--- src/rtl/button_events.sv ---
// rtl/button_events.sv - N-channel button debouncer with press/release/auto-repeat events
module button_events #(
  parameter int N_BTN      = 4,
  parameter int ACTIVE_LOW = 0,
  parameter int DEB_TICKS  = 4,
  parameter int HOLD_TICKS = 200,
  parameter int RPT_TICKS  = 50,
  parameter int RPT_EN     = 1
) (
  input  logic             clk,
  input  logic             rst,
  input  logic             shield_ready,
  input  logic [N_BTN-1:0] btn,
  output logic [N_BTN-1:0] level,
  output logic [N_BTN-1:0] press,
  output logic [N_BTN-1:0] rel,
  output logic [N_BTN-1:0] rpt
);

  localparam int DW   = $clog2(DEB_TICKS + 1);
  localparam int HMAX = (HOLD_TICKS > RPT_TICKS) ? HOLD_TICKS : RPT_TICKS;
  localparam int HW   = $clog2(HMAX + 1);

  localparam logic [N_BTN-1:0] INV      = (ACTIVE_LOW != 0) ? '1 : '0;
  localparam logic [DW-1:0]    DEB_LAST = DW'(DEB_TICKS - 1);
  localparam logic [HW-1:0]    HOLD_LAST = HW'(HOLD_TICKS - 1);
  localparam logic [HW-1:0]    RPT_LAST  = HW'(RPT_TICKS - 1);

  typedef enum logic [1:0] {
    IDLE = 2'd0,
    WAIT = 2'd1,
    RPT  = 2'd2
  } rpt_state_t;

  logic [N_BTN-1:0] sync1;
  logic [N_BTN-1:0] sync2;
  logic [N_BTN-1:0] level_d;
  logic [DW-1:0]    deb_cnt [N_BTN];

  // Two-flop synchroniser; polarity normalised so 1 always means pressed
  always_ff @(posedge clk) begin
    if (rst) begin
      sync1 <= '0;
      sync2 <= '0;
    end else begin
      sync1 <= btn ^ INV;
      sync2 <= sync1;
    end
  end

  // Debounce: level flips only after DEB_TICKS consecutive disagreeing ticks
  always_ff @(posedge clk) begin
    if (rst) begin
      level <= '0;
      for (int i = 0; i < N_BTN; i++) deb_cnt[i] <= '0;
    end else if (shield_ready) begin
      for (int i = 0; i < N_BTN; i++) begin
        if (sync2[i] == level[i]) begin
          deb_cnt[i] <= '0;
        end else if (deb_cnt[i] == DEB_LAST) begin
          level[i]   <= sync2[i];
          deb_cnt[i] <= '0;
        end else begin
          deb_cnt[i] <= deb_cnt[i] + 1'b1;
        end
      end
    end
  end

  // Registered edge detect on the debounced level
  always_ff @(posedge clk) begin
    if (rst) begin
      level_d <= '0;
      press   <= '0;
      rel     <= '0;
    end else begin
      level_d <= level;
      press   <= level & ~level_d;
      rel     <= ~level & level_d;
    end
  end

  generate
    if (RPT_EN != 0) begin : g_rpt
      for (genvar g = 0; g < N_BTN; g++) begin : g_ch
        rpt_state_t      state;
        rpt_state_t      state_nx;
        logic [HW-1:0]   hold_cnt;
        logic [HW-1:0]   hold_cnt_nx;
        logic            fire;
        logic            rpt_q;

        // Repeat FSM state, hold counter and registered repeat pulse
        always_ff @(posedge clk) begin
          if (rst) begin
            state    <= IDLE;
            hold_cnt <= '0;
            rpt_q    <= 1'b0;
          end else begin
            state    <= state_nx;
            hold_cnt <= hold_cnt_nx;
            rpt_q    <= fire;
          end
        end

        // Next state: release always wins over a due repeat
        always_comb begin
          state_nx    = state;
          hold_cnt_nx = hold_cnt;
          fire        = 1'b0;
          case (state)
            IDLE: begin
              if (level[g]) begin
                state_nx    = WAIT;
                hold_cnt_nx = '0;
              end
            end
            WAIT: begin
              if (!level[g]) begin
                state_nx    = IDLE;
                hold_cnt_nx = '0;
              end else if (shield_ready) begin
                if (hold_cnt == HOLD_LAST) begin
                  fire        = 1'b1;
                  hold_cnt_nx = '0;
                  state_nx    = RPT;
                end else begin
                  hold_cnt_nx = hold_cnt + 1'b1;
                end
              end
            end
            RPT: begin
              if (!level[g]) begin
                state_nx    = IDLE;
                hold_cnt_nx = '0;
              end else if (shield_ready) begin
                if (hold_cnt == RPT_LAST) begin
                  fire        = 1'b1;
                  hold_cnt_nx = '0;
                end else begin
                  hold_cnt_nx = hold_cnt + 1'b1;
                end
              end
            end
            default: begin
              state_nx    = IDLE;
              hold_cnt_nx = '0;
            end
          endcase
        end

        assign rpt[g] = rpt_q;
      end
    end else begin : g_no_rpt
      assign rpt = '0;
    end
  endgenerate

endmodule

--- config.mk ---
export PLATFORM = sky130hd
export DESIGN_NAME = button_events
export DESIGN_NICKNAME = d
export VERILOG_FILES = /design/src/rtl/button_events.sv
export SDC_FILE = /design/constraint.sdc
export NUM_CORES = 1
export LEC_CHECK = 0
export CAP_MARGIN = 20
export CORE_ASPECT_RATIO = 0.6
export CORE_UTILIZATION = 55
export CTS_CLUSTER_SIZE = 20
export DETAILED_ROUTE_END_ITERATION = 8
export GPL_TIMING_DRIVEN = 0
export PLACE_DENSITY = 0.74
export REMOVE_ABC_BUFFERS = 1
export SYNTH_ARGS = -nofsm -noshare
export SYNTH_HDL_FRONTEND = slang
export SYNTH_SLANG_ARGS = --single-unit
--- constraint.sdc ---
create_clock -name clk -period 2.4 [get_ports clk]
set_input_delay 0.6 -clock clk [delete_from_list [all_inputs] [get_ports clk]]
set_output_delay 0.6 -clock clk [all_outputs]
set_load 0.02 [all_outputs]
== Word-level counts from Yosys, hierarchy flattened ==
Memories as Yosys holds them, arrays and structs flattened.
Index checks and enable logic that the tools add are counted.
Cells by class
  add/subtract/negate cells: 8
  multiplexer cells: 154
  equality and inequality tests: 44
  reductions and logical operators: 16
  bitwise logic cells: 20
Operator list (count)
  two-way mux 8 bit: 28
  one-hot mux 8 bit (3 select lines): 4
  two-way mux 1 bit: 82
  two-way mux 2 bit: 20
  two-way mux 3 bit: 12
  inequality test 3 bit, second input constant: 12
  adder 8 x 1 -> 8 bit, second input constant: 4
  == test 8 x 6 -> 1 bit, second input constant: 4
  == test 8 bit, second input constant: 4
  one-hot mux 2 bit (3 select lines): 4
  AND reduction 3 bit: 8
  inequality test 2 bit, second input constant: 8
  AND reduction 4 bit: 4
  adder 3 x 1 -> 3 bit, second input constant: 4
  == test 3 x 2 -> 1 bit, second input constant: 4
  OR 1 bit: 12
  AND 4 bit: 2
  == test 2 x 1 -> 1 bit, second input constant: 4
  == test 2 bit, second input constant: 4
  zero test 2 bit: 4
  NOT 4 bit: 2
  one-hot mux 1 bit (2 select lines): 4
  == test 1 bit: 4
  NOT 1 bit: 4
Word-level totals
  memory bits (writable): 12
  flip-flop bits (word level): 68
  memories: 1
  output and inout port bits: 16
  word-level logic and storage cells: 264
  input bits: 7
Memories
  deb_cnt: depth 4, bits a word 3, rd ports 4, clocked after memory_dff 0, wr ports 4, line 38  | logic [DW-1:0] deb_cnt [N_BTN];

== Longest topological paths before layout ==
  word-level depth: 8
  mapped depth: 8
  gate-level depth less buffers: 7

== Least setup slack after synthesis ==
OpenSTA, ideal clock, no wires.
  path kind: input port to flip-flop
  start: in shield_ready
  end: reg g_rpt.g_ch[2].hold_cnt[2]
  path slack: 0.408 ns
  buffers on the path: 2
  stages: 7
  setup time: 0.132 ns
  arrival: 1.859 ns
  path through: clkbuf_1 > nand2b_1 > o21ai_0 > clkbuf_1 > nor3b_1 > o21ai_0 > a21oi_1
On the way
  longest elaborated chain between the ends: 2
  elaborated cells between the ends (all ways): 3
  those cells by class: eq/ne: 2; reduce/logical: 1
RTL lines
  start, declared: line 12  | input logic shield_ready,
  inequality test 3 bit (no line)
  AND reduction 3 bit (no line) *
  end signal, assigned: line 101  | hold_cnt <= hold_cnt_nx;
  end, declared: line 88  | logic [HW-1:0] hold_cnt;
Mark *: on every way between the ends. The rest lies on a longest branch, timed or not.
A chain may end at the register's enable or synchronous reset.

== Worst setup path in the final report ==
  start: in shield_ready
  end: reg g_rpt.g_ch[2].hold_cnt[3]
The elaborated chain is that of the path after synthesis.

==> results.md <==
* Syn. warnings at 0
* CTS Buf Count at 9
* Required @ worst endpoint at 2.67 ns
* Port bufs at 22
* Depth of the CTS H-tree at 3
* Final Util at 65.0%
* Register Area at 1720 µm²
* Worst skew pair latency at 0.34 ns
* Layout Cells excl Fill at 601
* Net Sw Frac at 24.6%
* Largest net degree at the start of global routing at 52
* Yosys cell types at 61
* Crit Path Class: primary input to flip-flop
* Fillers at 595
* GRT Overall Usage at 22.1%
* DP Cell Count at 585
* Worst setup SP type: primary input
* TritonCTS Sinks at 80
* Share of post-route cells with drive strength above 1 at 6.64%
* Peak supply drop at 0.358 mV
* Post-synth design cell area at 4170 µm²
* CTS tree: done
* Power Internal at 2.34 mW
* Critical Path Max Stage Delay at 0.66 ns
* RSZ-0062 raised after global routing: false
* Die area at 7940 µm²
* Crit path DAT at 2.50 ns
* Ys flop type: dfxtp_1
* Crit-path max FO at 19
* Hold Worst Slack at 0.406 ns
* GRT overflow at 0
* Final period util at 93.2%
* HPWL Detailed at 5620 µm
* Mapped Avg Cell Area at 8.70 µm²
* Post-synth EDFFs at 12
* Multi-input logic area at 2230 µm²
* Synthesized flop and latch total at 80
* Die span in x at 114 µm
* Slew Limit Headroom at 53.0%
* CP bufs+invs at 2
* Die height at 69.4 µm
* GP Congestion at 0.878
* Inserted Diodes at 0
* Top-count cell post-synth: dfxtp_1
* Post-CTS Hold Buffers at 0
* Routed wire length at 8180 µm
* Routed via count at 3,450
* Routed Antenna Nets at 0
* Power Density at 654 nW/µm²
* Post-synthesis async set-or-reset flop share at 0%
* Max clock buf depth at 2
* Most Crowded Layer GR: met2
* Crit. End Element: flip-flop
* Final Max Slew Viols at 0
* Post-CTS Setup Inserts at 0
* Placement Cell Area at 4430 µm²
* Via-to-Cell Ratio at 5.74
* Mapped Cells at 479
* Seq pwr share at 45.5%
* Status: finished clean
* CTS resizes at 4
* Final Instance Area at 4740 µm²
* Hold WC Path Type: flip-flop to flip-flop
* Leakage at 1.69 nW
* Placement Setup Slack at -0.671 ns
* # rows at 24
* Drt pass-1 iters at 5
* Nets@finish at 527
* Core Area at 7300 µm²
* M3 GR Usage at 7.43%
* Final setup margin at 0.164 ns
* Met1 Use GR at 30.5%
* Post-synth top cells: 68 x dfxtp_1, 55 x nand2_1, 31 x inv_1
* GR met2 Demand/Resource at 32.3%
* Minimum clock period at 2.24 ns
* Yosys top cell area share at 32.7%
* Critical-path cell list: dlygate4sd2_1 > nand2b_1 > o21ai_1 > buf_4 > or4_1 > a31oi_1
* Endpoints failing setup at 0
* Psw at 0.761 mW
* Worst-Margin Slew at 0.705 ns
* Largest cells by area after synthesis: dfxtp_1 33%, edfxtp_1 8.7%, ha_1 8.4%
* Clock transition at path regs at 0.06 ns
* CP top delay family: buffers and inverters
* Yosys top cell by area: dfxtp_1
* Total power at 3.10 mW
* Final TNS setup at 0 ns
* Worst path slowest cell: dlygate4sd2_1
* Antenna violations before repair at 0
* Drc violations at 0
* Highest Clock Rate at 447 MHz
* Clk pwr share at 43.5%
* 1st-iter DRT viols at 256
* Synth-to-layout area growth at 13.8%
* Root buffer cell: clkbuf_16
* Final Hold Viols at 0
* # IOs at 23
* Starting Density at 57.1%
* Sequential element share of the synthesized area at 41.3%
* Final Skew at 0.00406 ns
* Per-cell routed wire length at 13.6 µm
* Maxcap violations at 0
* Global-route wire length before repair at 13,900 µm
* Vias in the first global route at 3,033
* Combinational share of power at 10.9%
-- power by group through the flow --
| stage | Combinational (mW) | Clock [mW] | Sequential [mW] |
|---|---|---|---|
| 2_1_floorplan | 0.229 | 0 | 1.44 |
| 6_report | 0.338 | 1.35 | 1.41 |
| 5_1_grt | 0.378 | 1.44 | 1.41 |
| 3_3_place_gp | 0.303 | 0 | 1.44 |
| 4_1_cts | 0.334 | 1.39 | 1.41 |
| 3_5_place_dp | 0.317 | 0 | 1.44 |
-- cell families after synthesis --
kind of cell | after synthesis | share of synthesized area [%]
XOR/XNOR | 4 | 0.841
AND/OR/NAND/NOR | 221 | 28.9
flip-flops | 80 | 41.3
multiplexers | 5 | 1.20
AO/OA/AOI/OAI | 88 | 13.8
buffers and inverters | 53 | 5.50
adder cells (fa/ha/maj) | 28 | 8.41
-- path summary, 6_finish.rpt --
kind | from | end | slack, ns | cells past startpoint
hold / removal | level_d[2]$_SDFF_PP0_ | press[2]$_SDFF_PP0_ | 0.41 | 1
setup reg to reg | g_rpt.g_ch[3].state[1]$_SDFFE_PP0P_ | g_rpt.g_ch[3].hold_cnt[1]$_SDFFE_PP0P_ | 0.23 | 7
setup / recovery | shield_ready | g_rpt.g_ch[2].hold_cnt[3]$_SDFFE_PP0P_ | 0.16 | 6
hold reg to reg | level_d[2]$_SDFF_PP0_ | press[2]$_SDFF_PP0_ | 0.41 | 1
-- metal layers --
| layer | wire length [µm] | vias to the layer above |
|---|---|---|
| met5 | 0 | - |
| met4 | 64 | 0 |
| met3 | 458 | 10 |
| met2 | 3540 | 97 |
| met1 | 4120 | 1612 |
| li1 | - | 1731 |
-- flip-flops by register name, summed over array words and instances, names as in the netlist --
name and count:
g_rpt.g_ch.state 8, level 4, rel 4, press 4, g_rpt.g_ch.rpt_q 4, deb_cnt 12, sync1 4, g_rpt.g_ch.hold_cnt 32
sync2 4, level_d 4
-- area by class of cell --
type,count,share of cell area [%]
tap,104,2.74
timing repair buffer,24,5.09
clock buffer,12,5.86
clock inverter,4,0.475
inverter,31,2.45
sequential,80,36.3
multi-input combinational,346,47.1
-- cells in the final DEF, fill, tap and decap left out, types with 3 or more instances in the layout --
cell type         n
clkdlybuf4s50_1  20
and3_1            8
nand2_1          55
or3_1             8
nand2b_1         13
a31o_2            3
xnor2_1           4
nor3_1            8
nor3b_1           7
a22o_1            4
o21ai_0          12
a31oi_1          13
mux2i_1           5
dfxtp_1          68
edfxtp_1         12
o311ai_0          4
nand4_1           7
o31ai_1           4
nand3b_1          5
nor2b_1          23
clkbuf_16        10
nand3_1          26
ha_1             28
and2_1            5
inv_1            31
or4_1             6
nor2_1           30
a311oi_1          3
a21oi_1          24
nor4_1            3
Power figures use the tool's default switching activity.
